### src/rtl/xps2par_pkg.sv
// Shared constants and types for the PS/2 keyboard to register-file bridge:
// frame length, FIFO geometry, register-file widths and host FSM encodings.
package xps2par_pkg;

  localparam int FRAME_LEN   = 11;
  localparam int FIFO_DEPTH  = 4;
  localparam int FIFO_PTR_W  = 2;
  localparam int REGF_ADDR_W = 4;
  localparam int DATA_W      = 16;

  localparam logic [FIFO_PTR_W:0] FIFO_FULL_CNT = 3'd4;

  typedef enum logic [2:0] {
    ST_IDLE  = 3'd0,
    ST_POLL  = 3'd1,
    ST_CHECK = 3'd2,
    ST_WDATA = 3'd3,
    ST_WFLAG = 3'd4
  } host_state_e;

  // Odd parity holds when data bits plus parity bit contain an odd number of ones.
  function automatic logic odd_parity_ok(input logic [8:0] bits);
    return ^bits;
  endfunction

endpackage

### src/rtl/xps2par_if.sv
// Register-file host port: address, write enable and write data from the bridge,
// read data (one clk after the address) back from the register file.
interface xps2par_if;
  import xps2par_pkg::*;

  logic [REGF_ADDR_W-1:0] par_addr;
  logic                   par_we;
  logic [DATA_W-1:0]      par_in;
  logic [DATA_W-1:0]      par_out;

  modport master (output par_addr, output par_we, output par_in, input par_out);
  modport slave  (input par_addr, input par_we, input par_in, output par_out);

endinterface

### src/rtl/xps2par_rx.sv
// PS/2 frame receiver: synchronises the device lines, assembles 11-bit frames and
// strobes out accepted bytes. Parity is enforced only when PS2_PARITY_CHK_EN is defined.
module xps2rx
  import xps2par_pkg::*;
#(
  parameter int TIMEOUT = 5000
) (
  input  logic       clk,
  input  logic       rst,
  input  logic       ps2_clk_i,
  input  logic       ps2_data_i,
  output logic [7:0] byte_o,
  output logic       valid_o
);

  localparam int TMO_W = $clog2(TIMEOUT + 1);

  logic [1:0]       clk_sync_q, data_sync_q;
  logic             clk_prev_q;
  logic [3:0]       bit_cnt_q, bit_cnt_d;
  logic [8:0]       shift_q, shift_d;
  logic [TMO_W-1:0] tmo_q, tmo_d;
  logic             sync_clk, sync_data, fall;

  assign sync_clk  = clk_sync_q[1];
  assign sync_data = data_sync_q[1];
  assign fall      = clk_prev_q & ~sync_clk;
  assign byte_o    = shift_q[7:0];

  always_ff @(posedge clk or posedge rst) begin
    if (rst) begin
      clk_sync_q  <= 2'b11;
      data_sync_q <= 2'b11;
      clk_prev_q  <= 1'b1;
      bit_cnt_q   <= '0;
      shift_q     <= '0;
      tmo_q       <= '0;
    end else begin
      clk_sync_q  <= {clk_sync_q[0], ps2_clk_i};
      data_sync_q <= {data_sync_q[0], ps2_data_i};
      clk_prev_q  <= sync_clk;
      bit_cnt_q   <= bit_cnt_d;
      shift_q     <= shift_d;
      tmo_q       <= tmo_d;
    end
  end

  // The stop-bit edge strobes valid combinationally so the FIFO push lands on the next clk.
  always_comb begin
    bit_cnt_d = bit_cnt_q;
    shift_d   = shift_q;
    tmo_d     = tmo_q;
    valid_o   = 1'b0;
    if (fall) begin
      tmo_d = '0;
      if (bit_cnt_q == 4'd0) begin
        if (!sync_data) bit_cnt_d = 4'd1;
      end else if (bit_cnt_q == 4'(FRAME_LEN - 1)) begin
        bit_cnt_d = 4'd0;
`ifdef PS2_PARITY_CHK_EN
        valid_o = sync_data & odd_parity_ok(shift_q);
`else
        valid_o = sync_data;
`endif
      end else begin
        shift_d   = {sync_data, shift_q[8:1]};
        bit_cnt_d = bit_cnt_q + 4'd1;
      end
    end else if (bit_cnt_q != 4'd0) begin
      if (tmo_q == TMO_W'(TIMEOUT - 1)) begin
        tmo_d     = '0;
        bit_cnt_d = 4'd0;
      end else begin
        tmo_d = tmo_q + 1'b1;
      end
    end
  end

endmodule

### src/rtl/xps2par.sv
// PS/2 to register-file bridge: received scan codes queue in a 4-entry FIFO and are
// handed to the controller via a DATA/FLAG handshake. Optional PS2_PARITY_CHK_EN.
module xps2par
  import xps2par_pkg::*;
#(
  parameter int DATA_ADDR = 0,
  parameter int FLAG_ADDR = 1,
  parameter int TIMEOUT   = 5000
) (
  input  logic         clk,
  input  logic         rst,
  input  logic         ps2_clk,
  input  logic         ps2_data,
  xps2par_if.master    par,
  output logic         ovf
);

  logic [7:0]            rx_byte;
  logic                  rx_valid;
  logic [7:0]            fifo_mem [FIFO_DEPTH];
  logic [FIFO_PTR_W-1:0] wr_ptr_q, rd_ptr_q;
  logic [FIFO_PTR_W:0]   count_q;
  logic                  ovf_q;
  logic                  fifo_empty, fifo_full, push, pop, drop;
  logic [7:0]            fifo_head;
  host_state_e           state_q, state_d;

  xps2rx #(.TIMEOUT(TIMEOUT)) u_rx (
    .clk       (clk),
    .rst       (rst),
    .ps2_clk_i (ps2_clk),
    .ps2_data_i(ps2_data),
    .byte_o    (rx_byte),
    .valid_o   (rx_valid)
  );

  assign fifo_empty = (count_q == '0);
  assign fifo_full  = (count_q == FIFO_FULL_CNT);
  assign fifo_head  = fifo_mem[rd_ptr_q];
  assign pop        = (state_q == ST_WDATA) && !fifo_empty;
  // A pop in the same cycle frees the head slot, so a full FIFO still accepts the byte.
  assign push       = rx_valid && (!fifo_full || pop);
  assign drop       = rx_valid && fifo_full && !pop;
  assign ovf        = ovf_q;

  always_ff @(posedge clk) begin
    if (push) fifo_mem[wr_ptr_q] <= rx_byte;
  end

  always_ff @(posedge clk or posedge rst) begin
    if (rst) begin
      wr_ptr_q <= '0;
      rd_ptr_q <= '0;
      count_q  <= '0;
      ovf_q    <= 1'b0;
      state_q  <= ST_IDLE;
    end else begin
      if (push) wr_ptr_q <= wr_ptr_q + 1'b1;
      if (pop)  rd_ptr_q <= rd_ptr_q + 1'b1;
      if (push && !pop)      count_q <= count_q + 1'b1;
      else if (pop && !push) count_q <= count_q - 1'b1;
      if (drop) ovf_q <= 1'b1;
      state_q <= state_d;
    end
  end

  // Outputs are decoded from state only, so an asynchronous reset drops par_we at once.
  always_comb begin
    state_d      = state_q;
    par.par_addr = REGF_ADDR_W'(FLAG_ADDR);
    par.par_we   = 1'b0;
    par.par_in   = '0;
    case (state_q)
      ST_IDLE:  if (!fifo_empty) state_d = ST_POLL;
      ST_POLL:  state_d = ST_CHECK;
      ST_CHECK: state_d = (par.par_out == '0) ? ST_WDATA : ST_POLL;
      ST_WDATA: begin
        par.par_addr = REGF_ADDR_W'(DATA_ADDR);
        par.par_we   = 1'b1;
        par.par_in   = DATA_W'(fifo_head);
        state_d      = ST_WFLAG;
      end
      ST_WFLAG: begin
        par.par_we = 1'b1;
        par.par_in = DATA_W'(1);
        state_d    = ST_IDLE;
      end
      default:  state_d = ST_IDLE;
    endcase
  end

endmodule

### src/flat_wrapper.sv
// flat-port wrapper written by rule: the top's interface ports become plain ports
module xps2par_flat import xps2par_pkg::*;
#(
  parameter int DATA_ADDR = 0,
  parameter int FLAG_ADDR = 1,
  parameter int TIMEOUT   = 5000
)
  (clk, rst, ps2_clk, ps2_data, ovf, par_par_addr, par_par_we, par_par_in, par_par_out);
  xps2par_if par_i ();
  input  logic clk;
  input  logic rst;
  input  logic ps2_clk;
  input  logic ps2_data;
  output logic ovf;
  output wire logic [$bits(par_i.par_addr)-1:0] par_par_addr;
  output wire logic [$bits(par_i.par_we)-1:0] par_par_we;
  output wire logic [$bits(par_i.par_in)-1:0] par_par_in;
  input wire logic [$bits(par_i.par_out)-1:0] par_par_out;
  assign par_par_addr = par_i.par_addr;
  assign par_par_we = par_i.par_we;
  assign par_par_in = par_i.par_in;
  assign par_i.par_out = par_par_out;
  xps2par #(.DATA_ADDR(DATA_ADDR), .FLAG_ADDR(FLAG_ADDR), .TIMEOUT(TIMEOUT)) u_core (.clk(clk), .rst(rst), .ps2_clk(ps2_clk), .ps2_data(ps2_data), .par(par_i), .ovf(ovf));
endmodule
### config.mk
export PLATFORM = sky130hd
export DESIGN_NAME = xps2par_flat
export DESIGN_NICKNAME = d
export VERILOG_FILES = /design/src/rtl/xps2par_pkg.sv /design/src/rtl/xps2par_if.sv /design/src/rtl/xps2par_rx.sv /design/src/rtl/xps2par.sv /design/src/flat_wrapper.sv
export SDC_FILE = /design/constraint.sdc
export NUM_CORES = 1
export LEC_CHECK = 0
export BUFFER_PORTS_ARGS = -buffer_cell sky130_fd_sc_hd__buf_2
export CORE_MARGIN = 5
export CORE_UTILIZATION = 35
export DETAILED_ROUTE_END_ITERATION = 8
export GPL_ROUTABILITY_DRIVEN = 0
export PLACE_DENSITY = 0.62
export RECOVER_POWER = 100
export SLEW_MARGIN = 10
export SYNTH_ARGS = -nofsm -noshare
export SYNTH_HDL_FRONTEND = slang
export SYNTH_SLANG_ARGS = --single-unit
### constraint.sdc
create_clock -name clk -period 4.03 [get_ports clk]
set_input_delay 0.2015 -clock clk [delete_from_list [all_inputs] [get_ports clk]]
set_output_delay 0.2015 -clock clk [all_outputs]
set_load 0.005 [all_outputs]
Word-level counts from Yosys, hierarchy flattened. Memory sizes are Yosys's and may differ from the RTL's. Index checks and enable logic that the tools add are counted.

Flip-flop bits (word level): 42. Memory bits (writable): 32. Output and inout port bits: 22. Word-level logic and storage cells: 75. Memories: 1.

Memories: u_core.fifo_mem (words 4, width 8, rd ports 1, clocked after Yosys merged registers in 0, write ports 1, line xps2par.sv:20) `logic [7:0] fifo_mem [FIFO_DEPTH];`.

Add/subtract/negate cells: 6. Eq/ne operators: 9. Mux-type cells: 22. Bitwise logic cells: 4. Reduce and logical (&&, ||, !) cells: 22.

Operator list (count): $mux 13 (3); $mux 4 (6); $logic_not 16->1 (1); $pmux 8 s2 (1); $add 13x1->13 const B (1); $eq 13x13->1 const B (1); $pmux 3 s4 (1); $mux 3 (3); $mux 1 (7); $eq 3x2->1 const B (2); $eq 3x3->1 const B (2); $logic_and 1x1->1 (6); $logic_not 3->1 (2); $reduce_and 3->1 (2); $reduce_bool 2->1 (3); $add 2x1->2 const B (2); $add 4x1->4 const B (1); $eq 4x4->1 const B (1); $logic_not 1->1 (4); $logic_not 4->1 (1); $reduce_bool 4->1 (1); $add 3x1->3 const B (1); $eq 3x1->1 const B (1); $ne 3x3->1 const B (1); 7 further kinds (9).

Logic depth before layout (Yosys ltp). Gate-level depths: netlist of the first run.

Word-level depth: 9. Depth in mapped cells: 12. Depth with buffers taken out: 11.

Hierarchy. A second synthesis of the first run with hierarchy kept.

Cells, all modules: 268. Area, all modules: 3522.1 um2.

By module, submodules not included: xps2par (times used 1, cells each 121, area each 1938.1 um2); xps2rx (times used 1, cells each 147, area each 1584.0 um2).

Worst setup path after synthesis of the first run. OpenSTA, ideal clock, no wires.

Path type: register to register. From: reg u_core.u_rx.clk_prev_q. To: reg u_core.count_q[2]. Setup time: 0.079 ns. Arrival: 2.245 ns. Data required time: 3.951 ns. Path slack: 1.706 ns. Stages on the path, launching flop included: 11. Path buffers: 1. Clock period less this slack: 2.324 ns. Path through: dfstp_2 -> nor2b_1 -> nand3_1 -> nor2b_1 -> clkbuf_1 -> ha_1 -> inv_1 -> fa_1 -> xor2_1 -> nor2_1 -> xor2_1.

Longest elaborated chain between the ends: 6. Elaborated cells on any way between the ends: 8. Those cells by class: 2 x mux; 1 x bitwise; 5 x reduce/logical.

Ends and longest elaborated chain: from (decl) (line xps2par_rx.sv:19) `logic clk_prev_q;`; from (signal assigned) (line xps2par_rx.sv:41) `clk_prev_q <= sync_clk;`; $and 1x1->1 (*) (line xps2par_rx.sv:27) `assign fall = clk_prev_q & ~sync_clk;`; $mux 1 (*) (line xps2par_rx.sv:54) `if (fall) begin`; $logic_and 1x1->1 (*) (line xps2par.sv:42) `assign push = rx_valid && (!fifo_full || pop);`; named net u_core.push (line xps2par.sv:24) `logic fifo_empty, fifo_full, push, pop, drop;`; $logic_not 1->1 (line xps2par.sv:61) `else if (pop && !push) count_q <= count_q - 1'b1;`; $logic_and 1x1->1 (line xps2par.sv:61); $reduce_bool 2->1 (no line); to (signal assigned) (line xps2par.sv:60) `if (push && !pop) count_q <= count_q + 1'b1;`; to (signal assigned) (line xps2par.sv:61); to (decl) (line xps2par.sv:22) `logic [FIFO_PTR_W:0] count_q;`.

Mark *: on every way through the listed nets, which the timed path passes. The rest lies on a longest branch. A chain may end at the register's enable or synchronous reset.

Worst setup path in the final report of the first run.
From: reg u_core.state_q[2]. To: reg u_core.count_q[2].

Longest elaborated chain between the ends: 7. Elaborated cells on any way between the ends: 10. Those cells by class: 1 x eq/ne; 1 x mux; 8 x reduce/logical.

Ends and longest elaborated chain: from (decl) (line xps2par.sv:26) `host_state_e state_q, state_d;`; from (signal assigned) (line xps2par.sv:63) `state_q <= state_d;`; $eq 3x2->1 (*) (line xps2par.sv:40) `assign pop = (state_q == ST_WDATA) && !fifo_empty;`; $logic_and 1x1->1 (*) (line xps2par.sv:40); $logic_or 1x1->1 (line xps2par.sv:42); $logic_and 1x1->1 (line xps2par.sv:42); $logic_not 1->1 (line xps2par.sv:61); $logic_and 1x1->1 (line xps2par.sv:61); $reduce_bool 2->1 (no line).

Every way passes the cells marked *; elsewhere a longest branch is shown, timed or not.

==> impl_results.md, run 1 <==
* Max incr delay on CP at 460 ps
* Worst-Skew Late Latency at 350 ps
* Most common cell in the netlist: dfrtp_1
* Register area share after synthesis at 58.6%
* Reg2reg path depth at 9
* DP Area at 3660 um^2
* Via count at 2006
* P_int at 0.00129 W
* Number of iterations in the first detailed-routing pass at 4
* Final period util at 69.0%
* Combinational share of power at 15.8%
* Synth Warn # at 0
* VDD IR max at 0.000165 V
* Mapped Area at 3440 um^2
* Final setup TNS at 0 ps
* Number of cells on the critical path at 9
* Sw Share at 29.9%
* Clk_skew at 15.0 ps
* Flop pwr share at 56.4%
* H-tree Lvls at 3
* Final Slew Violations at 43
* Reg-to-reg endpoint: u_core.count_q[2]
* DR vias/cell at 4.69
* Synth top area share at 27.9%
* Syn_area_per_cell at 13.5 um^2
* Fillcell total at 936
* Core Region at 9680 um^2
* Status: complete, but fails checks
* Dpl hpwl at 4.06 mm
* Arrival @ worst endpoint at 3040 ps
* Pre-CTS setup slack at 1230 ps
* Hold Path End: u_core.state_q[1]
* Clock root cell: clkbuf_8
* Setup ws final at 1250 ps
* Syn Inst Count at 255
* Antenna viol nets, final at 0
* Worst Setup Path Type: reg2reg
* Leakage power at 1.52 nW
* Die W at 109 um
* Post-synth EDFFs at 32
* Failing checks: capacitance limit, slew limit
* CTS tree: built
* Area leader, netlist: edfxtp_1
* Post-layout min period at 2780 ps
* First-pass GRT wire length at 9.89 mm
* Worst slew pin tran at 2230 ps
* Clock network power share at 27.8%
* Top cells by area, synth: edfxtp_1, dfrtp_1, mux4_2
* Die ar. at 11900 um^2
* Routed wire per std cell at 13.6 um
* Starting Density at 35.5%
* CTS clock-pin slew for the worst setup and hold paths at 80 ps
* Min-delay worst type: in2reg
* Hold path depth at 5
* Initial antenna violation count at 0
* Row count at 36
* Initial drt markers at 68
* Vias in the first global route at 1993
* Net Sw Power at 0.000549 W
* Ys async rst share at 56.8%
* CP most frequent cell: xor2_1
* Synth cell types at 55
* HP Start: par_par_out[6]
* Diode count at 0
* Io pins at 42
* Clock Path Buffers at 2
* Data required, critical path at 4290 ps
* Commonest cells in the netlist: dfrtp_1, edfxtp_1, nor2_1
* Design area at 3820 um^2
* Critical path's top delay family: simple AND/OR/NAND/NOR gates
* GRT overflow at 0
* R2R setup slack at 1250 ps
* Share of layout cells above drive strength 1 at 22.0%
* Largest net degree at the start of global routing at 43
* Normalized max-slew margin at -48.5%
* Final setup violation count at 0
* Max Cap Viol at 1
* Routed WL at 5.81 mm
* Critical Path Sink Type: flip-flop
* Cell Pwr Density at 481 nW/um^2
* DIE HEIGHT at 109 um
* Total CTS buffers at 9
* TritonCTS sink count at 74
* Reg-to-reg startpoint: u_core.state_q[2]
* Crit-path slowest cell: nand3b_1
* FMAX at 0.359 GHz
* Nets at 320
* Critical path buffers and inverters at 1
* Syn-to-layout area delta at 10.9%
* Final hold vios at 0
* Fin Hold WS at 209 ps
* Worst-path fanout max at 13
* # DRC at 0
* Worst-path cell chain: nand3b_1, nand3_1, nor2b_1, ha_1, inv_1, fa_1, xor2_1, nor2_1, xor2_1
* Final Util at 39.4%
* Startpoint types: flip-flop
* Primary FF master, synth: dfrtp_1
* PortBufs at 30
* RSZ-0062 raised after global routing: false
* Total track usage at 10.9%
* #FFs+latches synth at 74
-- power by group through the flow --
stage | clock network (W) | logic (W) | registers [W]
2_1_floorplan | 0 | 0.000291 | 0.00101
3_3_place_gp | 0 | 0.000290 | 0.00104
3_5_place_dp | 0 | 0.000299 | 0.00105
4_1_cts | 0.000534 | 0.000302 | 0.00104
5_1_grt | 0.000565 | 0.000335 | 0.00106
6_report | 0.000510 | 0.000291 | 0.00103
-- what timing repair did --
action / 4_1_cts / 5_1_grt
hold buffers: 3 / 0
resized for setup: 0 / 0
hold endpoints to repair: 39 / 0
buffers inserted: 0 / 0
-- worst reg2reg max path, delay by kind of cell, from the launching register on --
kind / cells / cell delay [ps]
fa+ha+maj: 2 / 650
simple gates: 4 / 1250
flops: 1 / 410
xor+xnor: 2 / 340
buf+inv: 1 / 60
-- layout make-up --
type                       count  area [um^2]  share of cell area [%]
clock buffer                   9          124                    3.24
clock inverter                 7         52.6                    1.38
inverter                      13         48.8                    1.28
multi-input combinational    157         1230                    32.2
sequential                    74         2020                    52.9
tap                          133          166                    4.36
timing repair buffer          35          178                    4.65
-- routing by layer --
metal | share of wire [%] | track usage [%]
met1 | 44 | 13.4
met4 | 1.0 | 3.21
met5 | 0 | 0
met2 | 50 | 18.0
met3 | 5.2 | 3.91
-- placed cells by master (no fill, tap or decap), drive strengths merged, types with 3 or more instances in the layout --
cell | Yosys | layout
dfrtp | 37 | 37
edfxtp | 32 | 32
clkbuf | 5 | 21
buf | 16 | 20
nor2 | 17 | 17
inv | 13 | 14
mux2 | 12 | 12
conb | 1 | 11
nor2b | 10 | 10
nand2 | 10 | 10
xnor2 | 9 | 9
ha | 9 | 9
mux4 | 8 | 8
nand3 | 6 | 6
xor2 | 6 | 6
nor3 | 5 | 5
dfstp | 5 | 5
clkinv | 0 | 5
a21oi | 4 | 4
nor4 | 4 | 4
and2 | 4 | 4
nand4 | 3 | 3
o2111ai | 3 | 3
a2111oi | 3 | 3
or3 | 3 | 3
dlygate4sd3 | 0 | 3
o21ai | 3 | 3
-- registers in the layout, summed over array words and instances, names as in the netlist --
name and cells:
u_core.u_rx.data_sync_q 2, u_core.fifo_mem 32, u_core.ovf 1, u_core.u_rx.bit_cnt_q 4, u_core.u_rx.shift_q 9, u_core.count_q 3, u_core.u_rx.tmo_q 13, u_core.u_rx.clk_sync_q 2
u_core.u_rx.clk_prev_q 1, u_core.state_q 3, u_core.wr_ptr_q 2, u_core.rd_ptr_q 2
-- worst max path at each step --
stage          slack (ps)                endpoint                   start
6_report             1250       u_core.count_q[2]       u_core.state_q[2]
2_1_floorplan        1710       u_core.count_q[2]  u_core.u_rx.clk_prev_q
3_3_place_gp         1380       u_core.count_q[2]       u_core.state_q[2]
3_5_place_dp         1230       u_core.count_q[2]       u_core.state_q[2]
4_1_cts              1210       u_core.count_q[2]       u_core.state_q[2]
5_1_grt               860  u_core.u_rx.shift_q[2]                     rst
-- through the flow --
step | instances | total power [W]
2_1_floorplan | 265 | 0.00130
4_1_cts | 428 | 0.00187
3_3_place_gp | 409 | 0.00133
5_1_grt | 428 | 0.00196
6_report | 428 | 0.00184
3_5_place_dp | 409 | 0.00135
-- kinds of logic after synthesis --
group	count (synthesis)	share of synthesized area, %
AOI/OAI and AO/OA	26	6.29
buffers and inverters	34	5.85
xor gates and xnor gates	15	3.82
muxes	20	9.16
adders and majority gates	10	3.85
other	1	0.109
DFF	74	58.6
and+or+nand+nor	75	12.3
No activity file was read; power rests on OpenSTA's default activity.
==> run 2: changes to the inputs <==
- clock period: 4.03 -> 2.7 ns (I/O delays scaled with it)
==> run 2 against run 1 <==
The run now ends clean. Maximum frequency rose by 17%. Worst hold slack lost 81 ps. Total power rose by 57%. Critical path type unchanged.
==> impl_results.md, run 2 (synthesized netlist as in run 1, its figures left out) <==
* Status: complete, no violations (was complete, but fails checks)
* Row count at 36 (unchanged)
* Initial antenna violation count at 0 (unchanged)
* Most flops, register: u_core.fifo_mem (unchanged)
* Worst Setup Path Type: reg2reg (unchanged)
* Power after layout at 0.00288 W (was 0.00184 W)
* Die W at 109 um (unchanged)
* Routed wire per std cell at 14.0 um (was 13.6 um)
* Total CTS buffers at 9 (unchanged)
* Reg-to-reg endpoint: u_core.u_rx.bit_cnt_q[2] (was u_core.count_q[2])
* Fillcell total at 934 (was 936)
* R2R setup slack at 320 ps (was 1250 ps)
* DP Area at 3690 um^2 (was 3660 um^2)
* Clock root cell: clkbuf_8 (unchanged)
* Syn-to-layout area delta at 12.6% (was 10.9%)
* Number of iterations in the first detailed-routing pass at 4 (unchanged)
* Io pins at 42 (unchanged)
* Diode count at 0 (unchanged)
* Max Cap Viol at 0 (was 1)
* Final Slew Violations at 0 (was 43)
* Vias in the first global route at 1984 (was 1993)
* DR vias/cell at 4.68 (was 4.69)
* Final setup TNS at 0 ps (unchanged)
* Share of layout cells above drive strength 1 at 22.4% (was 22.0%)
* DIE HEIGHT at 109 um (unchanged)
* First-pass GRT wire length at 9.83 mm (was 9.89 mm)
* Layout Cells excl Fill at 432 (was 428)
* CP endpoint: u_core.u_rx.bit_cnt_q[2] (was u_core.count_q[2])
* PostCTS Resize Cnt at 0 (unchanged)
* GRT overflow at 0 (unchanged)
* Final period util at 88.2% (was 69.0%)
* Design area at 3870 um^2 (was 3820 um^2)
* PortBufs at 30 (unchanged)
* Starting Density at 35.5% (unchanged)
* Reg2reg path depth at 4 (was 9)
* VDD IR max at 0.000249 V (was 0.000165 V)
* Top flop regs: u_core.fifo_mem x32, u_core.u_rx.tmo_q x13, u_core.u_rx.shift_q x9 (unchanged)
* Largest net degree at the start of global routing at 31 (was 43)
* Reg area at 2020 um^2 (unchanged)
* Worst slew pin tran at 1180 ps (was 2230 ps)
* Post-layout min period at 2380 ps (was 2780 ps)
* TritonCTS sink count at 74 (unchanged)
* Clk_skew at 14.2 ps (was 15.0 ps)
* Core Region at 9680 um^2 (unchanged)
* Startpoint types: flip-flop (unchanged)
* Data required, critical path at 2940 ps (was 4290 ps)
* Dpl hpwl at 4.14 mm (was 4.06 mm)
* Die ar. at 11900 um^2 (unchanged)
* Hold-fix buffers, CTS at 3 (unchanged)
* Clock Path Buffers at 2 (unchanged)
* Leakage power at 1.55 nW (was 1.52 nW)
* Reg-to-reg startpoint: u_core.u_rx.tmo_q[3] (was u_core.state_q[2])
* Post-CTS Setup Bufs at 0 (unchanged)
* Antenna viol nets, final at 0 (unchanged)
* CTS clock-pin slew for the worst setup and hold paths at 80 ps (about the same)
* Max FFs per register at 32 (unchanged)
* Worst-path fanout max at 6 (was 13)
* Via count at 2020 (was 2006)
* Routed WL at 6.05 mm (was 5.81 mm)
* Total track usage at 10.9% (about the same)
* CTS tree: built (unchanged)
* H-tree Lvls at 3 (unchanged)
* Final hold vios at 0 (unchanged)
* Final setup violation count at 0 (unchanged)
* Arrival @ worst endpoint at 2620 ps (was 3040 ps)
* Most common library cell in the layout ignoring fill and taps: dfrtp_1 (unchanged)
* Critical Path Sink Type: flip-flop (unchanged)
* RSZ-0062 raised after global routing: false (unchanged)
* Multi-input gate area in the final layout at 1240 um^2 (was 1230 um^2)
* Post-placement cell count at 413 (was 409)
* Final Util at 40.0% (was 39.4%)
* Nets at 324 (was 320)
* Crit path from: u_core.u_rx.tmo_q[3] (was u_core.state_q[2])
* # DRC at 0 (unchanged)
* Commonest non-fill, non-tap cells in the layout: dfrtp_1, edfxtp_1, buf_2 (unchanged)
* Normalized max-slew margin at 21.4% (was -48.5%)
* FMAX at 0.420 GHz (was 0.359 GHz)
* Initial drt markers at 36 (was 68)
* Min-delay worst type: in2reg (unchanged)
* Cell Pwr Density at 744 nW/um^2 (was 481 nW/um^2)
* Worst-Skew Late Latency at 350 ps (about the same)
==> run 2: area by class of cell <==
class | instances | share of cell area [%]
inverter | 13 | 1.26
clock buffer | 9 | 3.20
clock inverter | 7 | 2.13
tap | 133 | 4.29
multi-input combinational | 157 | 31.9
sequential | 74 | 52.1
timing repair buffer | 39 | 5.10
==> run 2: critical path, cell delays in order (launching register included) <==
cell	delay, ps
dfrtp_1	440
or4b_1	580
o31ai_1	770
o21ai_0	200
a22o_1	280
==> run 2: how the worst min path moves through the flow <==
stage | cells past startpoint | to | from | slack, ps
final | 4 | u_core.state_q[1] | par_par_out[14] | 130
after global routing | 4 | u_core.state_q[1] | par_par_out[14] | 170
after CTS | 4 | u_core.state_q[1] | par_par_out[14] | 120
after detailed placement | 1 | u_core.u_rx.data_sync_q[0] | ps2_data | 240
after global placement | 1 | u_core.u_rx.clk_sync_q[0] | ps2_clk | 240
after floorplan | 0 | u_core.u_rx.clk_sync_q[0] | ps2_clk | 140
==> run 2: power breakdown <==
group / switching [W] / internal, W
clock: 0.000448 / 0.000443
combinational: 0.000237 / 0.000212
sequential: 0.000169 / 0.00137
total: 0.000854 / 0.00203
==> run 2: per-layer routing <==
metal | share of wire, % | track usage [%]
met1 | 44 | 13.1
met2 | 49 | 18.3
met3 | 4.7 | 3.20
met4 | 1.6 | 4.27
met5 | 0 | 0
==> run 2: through the flow <==
step,hold WS [ps],setup slack (ps)
floorplan,139,376
global placement,242,463
detailed placement,241,398
CTS,118,392
global route,167,125
finish,128,318
